**config.mk**
```make
export PLATFORM = sky130hd
export DESIGN_NAME = pair_deserializer
export DESIGN_NICKNAME = d
export VERILOG_FILES = /design/src/rtl/pair_deser_pkg.sv /design/src/rtl/pair_out_buf.sv /design/src/rtl/pair_deserializer.sv
export SDC_FILE = /design/constraint.sdc
export NUM_CORES = 1
export LEC_CHECK = 0
export ABC_AREA = 1
export BUFFER_PORTS_ARGS = -buffer_cell sky130_fd_sc_hd__buf_2
export CAP_MARGIN = 10
export CORE_MARGIN = 2
export CORE_UTILIZATION = 55
export CTS_BUF_LIST = sky130_fd_sc_hd__clkbuf_16
export CTS_CLUSTER_SIZE = 25
export DETAILED_ROUTE_END_ITERATION = 7
export PLACE_DENSITY = 0.83
export RECOVER_POWER = 25
export SYNTH_ARGS = -nofsm -noshare
export SYNTH_HDL_FRONTEND = slang
export SYNTH_HIERARCHICAL = 1
export SYNTH_SLANG_ARGS = --single-unit
```
**constraint.sdc**
```tcl
create_clock -name clk -period 1.9 [get_ports clk]
set_clock_uncertainty 0.15 [all_clocks]
set_input_delay 0.285 -clock clk [delete_from_list [all_inputs] [get_ports clk]]
set_output_delay 0.285 -clock clk [all_outputs]
set_load 0.1 [all_outputs]
```
**src/rtl/pair_deser_pkg.sv**
```systemverilog
// ---------------------------------------------------------------------------
// pair_deser_pkg
// Shared types and constants for the pair deserializer and its output buffer.
// Optional feature macro used elsewhere in this slice: PAIR_DESER_WORD_CNT_EN.
// ---------------------------------------------------------------------------
package pair_deser_pkg;

   // Deserializer control states; encodings are kept stable for debug tools.
   typedef enum logic [1:0] {
      IDLE  = 2'd0,
      ALIGN = 2'd1,
      RUN   = 2'd2
   } state_e;

   // Level of the divided clock that marks the A-lane slot.
   localparam logic PHASE_A = 1'b1;

endpackage : pair_deser_pkg

```
**src/rtl/pair_out_buf.sv**
```systemverilog
// ---------------------------------------------------------------------------
// pair_out_buf
// One-entry valid/ready holding register for an A/B word pair.
// A completed pair is loaded when the slot is empty or is being drained in the
// same cycle; otherwise the pair is dropped and the sticky overflow flag is set.
// clr_err_i clears overflow, but a new drop in the same cycle wins.
// ---------------------------------------------------------------------------
module pair_out_buf
   import pair_deser_pkg::*;
#(
   parameter int WORD_W = 8
) (
   input  logic              clk,
   input  logic              reset,
   input  logic              load_i,
   input  logic [WORD_W-1:0] a_i,
   input  logic [WORD_W-1:0] b_i,
   input  logic              ready_i,
   input  logic              clr_err_i,
   output logic [WORD_W-1:0] a_word_o,
   output logic [WORD_W-1:0] b_word_o,
   output logic              valid_o,
   output logic              overflow_o
);

   logic [WORD_W-1:0] a_q, a_d;
   logic [WORD_W-1:0] b_q, b_d;
   logic              valid_q, valid_d;
   logic              ovf_q, ovf_d;
   logic              can_load;
   logic              drop;

   // Slot is free if it is empty or its current content leaves this cycle.
   assign can_load = !valid_q || ready_i;
   assign drop     = load_i && !can_load;

   // Next-state for the holding register and the sticky overflow flag.
   always_comb begin
      // NOTE: every output of a combinational block gets a default first, so no
      // path leaves a value unassigned and no latch is inferred.
      a_d     = a_q;
      b_d     = b_q;
      valid_d = valid_q;
      ovf_d   = ovf_q & ~clr_err_i;
      if (load_i && can_load) begin
         a_d     = a_i;
         b_d     = b_i;
         valid_d = 1'b1;
      end else if (valid_q && ready_i) begin
         valid_d = 1'b0;
      end
      if (drop) begin
         ovf_d = 1'b1;
      end
   end

   // State registers; the held words stay stable while the slot is stalled.
   always_ff @(posedge clk or negedge reset) begin
      // NOTE: sequential state uses non-blocking assignments so every register
      // samples pre-edge values regardless of block evaluation order.
      if (!reset) begin
         a_q     <= '0;
         b_q     <= '0;
         valid_q <= 1'b0;
         ovf_q   <= 1'b0;
      end else begin
         a_q     <= a_d;
         b_q     <= b_d;
         valid_q <= valid_d;
         ovf_q   <= ovf_d;
      end
   end

   assign a_word_o   = a_q;
   assign b_word_o   = b_q;
   assign valid_o    = valid_q;
   assign overflow_o = ovf_q;

endmodule : pair_out_buf

```
**src/rtl/pair_deserializer.sv**
```systemverilog
// ---------------------------------------------------------------------------
// pair_deserializer
// Splits an interleaved A/B serial stream (A while phase_in=1, B while 0) back
// into two lanes, assembles WORD_W-bit words LSB first, and hands each pair to
// a one-entry valid/ready buffer.
// Inputs are registered once; all decisions use the registered copies.
// A completed pair is flagged in a register and loaded into the buffer on the
// following edge, so word_valid rises two edges after the last B bit is sampled.
// Optional build macro PAIR_DESER_WORD_CNT_EN adds the word_cnt output, a
// 16-bit wrapping count of accepted handshakes, cleared by clr_err.
// ---------------------------------------------------------------------------
module pair_deserializer
   import pair_deser_pkg::*;
#(
   parameter int WORD_W = 8,
   parameter int CNT_W  = 4
) (
   input  logic              clk,
   input  logic              reset,
   input  logic              en,
   input  logic              phase_in,
   input  logic              din,
   input  logic              clr_err,
   input  logic              word_ready,
   output logic [WORD_W-1:0] a_word,
   output logic [WORD_W-1:0] b_word,
   output logic              word_valid,
   output logic              locked,
   output logic              phase_err,
`ifdef PAIR_DESER_WORD_CNT_EN
   output logic [15:0]       word_cnt,
`endif
   output logic              overflow
);

   // Input stage
   logic phase_q;
   logic din_q;

   // Control and assembly state
   state_e            state_q, state_d;
   logic              exp_q, exp_d;
   logic [CNT_W-1:0]  cnt_q, cnt_d;
   logic [WORD_W-1:0] a_shift_q, a_shift_d;
   logic [WORD_W-1:0] b_shift_q, b_shift_d;
   logic              done_q, done_d;
   logic              perr_q, perr_d;
   logic              perr_set;

   // One-hot position of the bit currently being written in either lane.
   logic [WORD_W-1:0] bit_mask;
   logic              last_bit;

   assign bit_mask = WORD_W'(1) << cnt_q;
   assign last_bit = (cnt_q == CNT_W'(WORD_W - 1));

   // Register the serial inputs; one cycle of input latency by design.
   always_ff @(posedge clk or negedge reset) begin
      if (!reset) begin
         phase_q <= 1'b0;
         din_q   <= 1'b0;
      end else begin
         phase_q <= phase_in;
         din_q   <= din;
      end
   end

   // Alignment FSM, lane steering, bit counter and word completion.
   always_comb begin
      state_d   = state_q;
      exp_d     = exp_q;
      cnt_d     = cnt_q;
      a_shift_d = a_shift_q;
      b_shift_d = b_shift_q;
      done_d    = 1'b0;
      perr_set  = 1'b0;

      unique case (state_q)
         IDLE: begin
            if (en) begin
               state_d = ALIGN;
            end
         end

         ALIGN: begin
            if (!en) begin
               state_d   = IDLE;
               cnt_d     = '0;
               a_shift_d = '0;
               b_shift_d = '0;
            end else if (phase_q == PHASE_A) begin
               // This A-slot becomes bit 0 of a fresh word pair.
               a_shift_d = WORD_W'(din_q);
               b_shift_d = '0;
               cnt_d     = '0;
               exp_d     = ~PHASE_A;
               state_d   = RUN;
            end
         end

         RUN: begin
            if (!en) begin
               state_d   = IDLE;
               cnt_d     = '0;
               a_shift_d = '0;
               b_shift_d = '0;
            end else if (phase_q != exp_q) begin
               // Lost the A/B cadence: drop the sample and the partial word.
               perr_set  = 1'b1;
               state_d   = ALIGN;
               cnt_d     = '0;
               a_shift_d = '0;
               b_shift_d = '0;
            end else if (exp_q == PHASE_A) begin
               a_shift_d = (a_shift_q & ~bit_mask) | (din_q ? bit_mask : '0);
               exp_d     = ~PHASE_A;
            end else begin
               b_shift_d = (b_shift_q & ~bit_mask) | (din_q ? bit_mask : '0);
               exp_d     = PHASE_A;
               if (last_bit) begin
                  done_d = 1'b1;
                  cnt_d  = '0;
               end else begin
                  cnt_d  = cnt_q + CNT_W'(1);
               end
            end
         end

         default: begin
            state_d = IDLE;
         end
      endcase
   end

   // Sticky phase error: a new violation wins over a same-cycle clear.
   assign perr_d = (perr_q & ~clr_err) | perr_set;

   // Control and assembly registers.
   always_ff @(posedge clk or negedge reset) begin
      if (!reset) begin
         state_q   <= IDLE;
         exp_q     <= PHASE_A;
         cnt_q     <= '0;
         a_shift_q <= '0;
         b_shift_q <= '0;
         done_q    <= 1'b0;
         perr_q    <= 1'b0;
      end else begin
         state_q   <= state_d;
         exp_q     <= exp_d;
         cnt_q     <= cnt_d;
         a_shift_q <= a_shift_d;
         b_shift_q <= b_shift_d;
         done_q    <= done_d;
         perr_q    <= perr_d;
      end
   end

   // done_q marks the cycle in which the shift registers hold a full pair;
   // the buffer samples them on the same edge the next word begins writing.
   pair_out_buf #(
      .WORD_W (WORD_W)
   ) u_out_buf (
      .clk        (clk),
      .reset      (reset),
      .load_i     (done_q),
      .a_i        (a_shift_q),
      .b_i        (b_shift_q),
      .ready_i    (word_ready),
      .clr_err_i  (clr_err),
      .a_word_o   (a_word),
      .b_word_o   (b_word),
      .valid_o    (word_valid),
      .overflow_o (overflow)
   );

   assign locked    = (state_q == RUN);
   assign phase_err = perr_q;

`ifdef PAIR_DESER_WORD_CNT_EN
   logic [15:0] wcnt_q;

   // Accepted-handshake counter; a clear in the same cycle forces zero.
   always_ff @(posedge clk or negedge reset) begin
      if (!reset) begin
         wcnt_q <= '0;
      end else if (clr_err) begin
         wcnt_q <= '0;
      end else if (word_valid && word_ready) begin
         wcnt_q <= wcnt_q + 16'd1;
      end
   end

   assign word_cnt = wcnt_q;
`endif

endmodule : pair_deserializer
```
==> impl_metrics.csv, run 1 <==
group,metric,value,unit
cells_and_area,multiInputGateArea,983,µm²
floorplan,io_pins,27,
run_status,outcome,"finished clean",
place,port_buffers,26,
synthesis,synth_top_cell_by_area,"dfrtp_1",
cells_and_area,area_delta_synth_final,17.4,%
synthesis,syn_nets,293,
power,p_leak,0.00148,µW
critical_path,critPathBufInv,1,
synthesis,syn_avg_cell_area,8.18,µm²
global_routing,first_global_vias,1755,
sta,final-hold-violation-count,0,
cells_and_area,drive_gt1_share,15.2,%
floorplan,die_h,67.9,µm
synthesis,ys_ff_latch,45,
clocking,cts_tree,"yes",
global_routing,grt_pass1_wl,7580,µm
synthesis,syn_area,2240,µm²
floorplan,fp.dieArea,4600,µm²
critical_path,crit_family,"simple AND/OR/NAND/NOR gates",
floorplan,coreArea,3970,µm²
synthesis,yosys.area.top_type_share,49.1,%
critical_path,crit_type,"reg2reg",
synthesis,synth_cells,274,
critical_path,worstPathRequired,1950,ps
power,p_per_area,1040,nW/µm²
sta,setup_tns,0,ps
critical_path,path_max_fanout,8,
sta,rsz0062_at_grt,"false",
sta,max_freq,0.555,GHz
synthesis,seq_area_frac_synth,50.3,%
job,cap_violations,0,
place,post-dp-hpwl,3110,µm
sta,finalCritPeriodShare,94.8,%
place,placed_cell_area,2420,µm²
synthesis,yosysUniqueCellTypes,19,
clocking,htree_num_levels,2,
floorplan,rows,23,
drt,vias,1858,
sta,tightest_slew,1090,ps
synthesis,synth_area_leaders,"dfrtp_1, nand2_1, nand3_1",
cells_and_area,instances_no_fill,359,
drt,avgViaCountPerCell,5.18,
cells_and_area,fillCellCount,315,
cells_and_area,antenna_cells,0,
cells_and_area,seq_area,1130,µm²
power,irDropWorstVdd,0.899,mV
drt,drt-total-wl,4490,µm
clocking,worstSkewPairLatency,280,ps
drt,drc,0,
drt,avgRoutedWirePerCell,12.5,µm
sta,slew_viol_final,0,
global_routing,grt_start_max_net_pins,46,
drt,dr.pass1.iters,5,
critical_path,cpMaxStageDelayCell,"dfstp_2",
global_routing,gr-total-overflow,0,
critical_path,startpoint_type,"flop",
clocking,clock-sinks,45,
synthesis,synth-warning-count,6,
sta,min_period,1800,ps
cells_and_area,fin_area,2630,µm²
clocking,clk_pin_slew,60,ps
clocking,cts_root_buf,"clkbuf_16",
cells_and_area,nNetsFinal,327,
floorplan,die_x,67.9,µm
drt,dr.first_iter.drc_count,188,
critical_path,arrival,1850,ps
min_path,hold_class,"in2reg",
floorplan,initial_core_util,56.5,%
clocking,numCtsBuffers,5,
clocking,clock_path_buffers,2,
global_routing,grtUsageTotal,22.0,%
place,place_inst,346,
sta,relSlewSlack,27.6,%
place,place_congestion,0.828,
critical_path,crit_chain,"inv_1 > ha_1 > or2_4 > nor2_4 > nand2_1 > o21ai_1",
global_routing,grt_antenna_before_repair,0,
critical_path,critPathMaxStageDelay,550,ps
drt,final_antenna_net_count,0,
sta,final-setup-viol-count,0,
critical_path,endpoint_kind,"flop",
==> worst reg2reg max path: stages, from the launching register on <==
cell and delay (ps):
dfstp_2 550, inv_1 60, ha_1 290, or2_4 270, nor2_4 210, nand2_1 100, o21ai_1 100
==> where the power goes <==
part           switching (µW)  internal [µW]
registers                52.5           1010
clock network             345            615
logic                     501            219
total                     898           1850
==> cells in the final DEF, fill, tap and decap left out, drive strengths merged <==
cell type	instances
nand2	116
dfrtp	44
nand3	35
buf	30
inv	23
o21ai	23
ha	12
clkbuf	7
nor2	6
dlygate4sd3	3
o22ai	2
nor3	2
or2	1
nand4	1
bufinv	1
clkinvlp	1
clkinv	1
dfstp	1
==> Yosys cell counts <==
cell type  number
ha_1           12
nor2_1          4
or2_4           1
dfrtp_1        44
nand2_1       114
nand3_2         1
nor3_1          2
dfstp_2         1
clkbuf_1        2
nand3_1        34
o22ai_1         2
buf_4           3
inv_1          23
o21ai_0        23
buf_2           1
nand4_1         1
nor2_4          2
buf_6           2
nand2_4         2
==> sequential cells by signal, indices dropped and copies added (netlist names) <==
name,count
phase_q,1
u_out_buf/a_word_o,8
u_out_buf/valid_o,1
u_out_buf/overflow_o,1
b_shift_q,8
done_q,1
cnt_q,4
u_out_buf/b_word_o,8
din_q,1
exp_q,1
phase_err,1
state_q,2
a_shift_q,8
==> stage by stage <==
step,utilization [%],worst slack [ps],hold slack (ps),power [µW]
global placement,60.9,89.1,242,1760
floorplan,-,73.8,-161,1570
global route,66.3,5.99,76.5,2880
finish,66.3,98.3,68.2,2750
CTS,66.3,7.07,66.3,2750
detailed placement,60.9,37.0,242,1780
==> repair_timing <==
action                                  in CTS  in global routing
pin swaps                                    1                  3
gates cloned                                 0                  0
gates resized for setup                      0                  2
buffers inserted                             2                  0
hold buffers                                 3                  0
hold endpoints to repair                    46                  0
endpoints found under the setup margin       1                  3
==> final timing paths <==
check | to | slack (ps) | startpoint | cells past startpoint
min reg2reg | u_out_buf/a_word_o[5] | 310 | u_out_buf/a_word_o[5] | 2
max | a_shift_q[3] | 100 | exp_q | 6
max reg2reg | a_shift_q[3] | 100 | exp_q | 6
min in group asynchronous | b_shift_q[6] | 670 | reset | 3
max in group asynchronous | a_shift_q[2] | 260 | reset | 3
min | u_out_buf/overflow_o | 70 | clr_err | 2
==> metal layers <==
layer / GRT usage (%) / part of all wire [%]
met1: 26.7 / 44
met2: 38.1 / 51
met3: 4.61 / 3.2
met4: 8.75 / 1.8
met5: 0 / 0
==> logic make-up (layout without fill, tap and decap cells) <==
| logic type | after synthesis | count (layout) | synth area share, % |
|---|---|---|---|
| fa+ha+maj | 12 | 12 | 6.70 |
| flops | 45 | 45 | 50.3 |
| simple gates | 161 | 161 | 30.9 |
| buf+inv | 31 | 66 | 6.42 |
| compound gates | 25 | 25 | 5.69 |
==> final cells by class <==
type                            count  area share, %
Clock buffer                        5           4.76
Multi-Input combinational cell    198           37.4
Clock inverter                      3           1.57
Inverter                           23           3.28
Sequential cell                    45           42.8
Tap cell                           50           2.38
Timing Repair Buffer               35           7.80
No activity file was read; power rests on OpenSTA's default activity.
==> run 2, diff against run 1 <==
--- a/config.mk
+++ b/config.mk
@@ -14,7 +14,7 @@
 export CTS_CLUSTER_SIZE = 25
 export DETAILED_ROUTE_END_ITERATION = 7
 export PLACE_DENSITY = 0.83
-export RECOVER_POWER = 25
+export RECOVER_POWER = 50
 export SYNTH_ARGS = -nofsm -noshare
 export SYNTH_HDL_FRONTEND = slang
 export SYNTH_HIERARCHICAL = 1
==> run 2 against run 1 <==
Register-to-register slack barely moved. Setup slack improved by 1.6 ps. Clock-buffer cell count did not move. Critical path type unchanged. Highest routed layer unchanged.
==> impl_metrics.csv, run 2 (same netlist as run 1, synthesis figures left out) <==
group,metric,value,unit
critical_path,startpoint_type,"flop",
critical_path,worstPathRequired,1950,ps
drt,final_antenna_net_count,0,
power,p_per_area,1050,nW/µm²
clocking,cts_root_buf,"clkbuf_16",
critical_path,crit_type,"reg2reg",
cells_and_area,fillCellCount,317,
run_status,outcome,"finished clean",
power,irDropWorstVdd,0.893,mV
drt,drt-total-wl,4500,µm
global_routing,grt_antenna_before_repair,0,
cells_and_area,mostFrequentLayoutCells,"nand2_1, dfrtp_1, nand3_1",
job,cap_violations,0,
sta,finalCritPeriodShare,94.7,%
sta,final-setup-viol-count,0,
power,p_leak,0.00148,µW
global_routing,grtUsageTotal,22.0,%
sta,relSlewSlack,27.6,%
floorplan,io_pins,27,
sta,min_period,1800,ps
global_routing,first_global_vias,1755,
critical_path,endpoint_kind,"flop",
floorplan,rows,23,
sta,rsz0062_at_grt,"false",
cells_and_area,nNetsFinal,327,
place,place_congestion,0.828,
global_routing,grt_start_max_net_pins,46,
floorplan,fp.dieArea,4600,µm²
global_routing,gr-total-overflow,0,
clocking,clock_path_buffers,2,
clocking,worstSkewPairLatency,280,ps
drt,vias,1852,
floorplan,die_x,67.9,µm
sta,max_freq,0.556,GHz
place,place_inst,346,
floorplan,initial_core_util,56.5,%
drt,drc,0,
place,post-dp-hpwl,3110,µm
cells_and_area,final_common_cell,"nand2_1",
cells_and_area,antenna_cells,0,
min_path,hold_class,"in2reg",
critical_path,arrival,1850,ps
drt,dr.pass1.iters,4,
place,port_buffers,26,
cells_and_area,drive_gt1_share,14.9,%
sta,tightest_slew,1090,ps
sta,final-hold-violation-count,0,
clocking,htree_num_levels,2,
drt,dr.first_iter.drc_count,197,
sta,slew_viol_final,0,
global_routing,grt_pass1_wl,7580,µm
critical_path,r2r_slack,100,ps
cells_and_area,seq_area,1130,µm²
clocking,numCtsBuffers,5,
cells_and_area,multiInputGateArea,976,µm²
clocking,cts_tree,"yes",
sta,setup_tns,0,ps
clocking,clk_pin_slew,60,ps
critical_path,path_max_fanout,8,
cells_and_area,instances_no_fill,359,
drt,avgViaCountPerCell,5.16,
clocking,clock-sinks,45,
floorplan,die_h,67.9,µm
floorplan,coreArea,3970,µm²
cells_and_area,area_delta_synth_final,17.0,%
drt,avgRoutedWirePerCell,12.5,µm
==> run 2: changes by cell type in the layout (fill, tap and decap cells not counted) <==
cell	delta
nand2_1	+1
nand2_4	-1
==> run 2: power by group <==
part           internal (µW)  switching (µW)
clock network            615             342
registers               1010            52.4
logic                    219             501
total                   1850             895
==> run 2: per-stage QoR <==
| step | hold slack, ps | utilization, % | cell area, µm² | setup WS, ps | power (µW) |
|---|---|---|---|---|---|
| after global routing | 76.5 | 66.1 | 2620 | 5.99 | 2880 |
| after floorplan | -161 | - | 2250 | 73.8 | 1570 |
| after detailed placement | 242 | 60.9 | 2420 | 37.0 | 1780 |
| after CTS | 66.3 | 66.3 | 2630 | 7.07 | 2750 |
| final | 67.9 | 66.1 | 2620 | 99.9 | 2740 |
| after global placement | 242 | 60.9 | 2420 | 89.1 | 1760 |
==> run 2: path summary, 6_finish.rpt <==
check                                           start               endpoint  cells past startpoint
worst min register to register  u_out_buf/a_word_o[5]  u_out_buf/a_word_o[5]                      2
worst max register to register                  exp_q           a_shift_q[3]                      6
max in group asynchronous                       reset           a_shift_q[2]                      3
min in group asynchronous                       reset           b_shift_q[6]                      3
worst min-delay path                          clr_err   u_out_buf/overflow_o                      2
worst max-delay path                            exp_q           a_shift_q[3]                      6
==> run 2: final cells by class <==
class                      instances  share of cell area, %
timing repair buffer              35                   7.82
tap                               50                   2.38
sequential                        45                   43.0
clock buffer                       5                   4.77
multi-input combinational        198                   37.2
inverter                          23                   3.29
clock inverter                     3                   1.57
==> run 2: repair_timing <==
item,CTS,global route
pin swaps,1,3
setup buffers,2,0
endpoints found under the setup margin,1,3
resized for setup,0,2
endpoints found under the hold margin,46,0
hold buffers,3,0
==> run 2: metal layers <==
metal  global-route usage [%]  routed length [µm]  vias to the layer above
met3                     4.61                 205                        8
met4                     8.75                  81                        0
met2                     38.1                2280                       49
met5                        0                   0                        -
met1                     26.7                1930                      850
li1                         -                   -                      945
==> run 2: critical path, cell delays in order, from the launching register on <==
cell and delay, ps:
dfstp_2 550, inv_1 60, ha_1 290, or2_4 270
nor2_4 200, nand2_1 90, o21ai_1 100
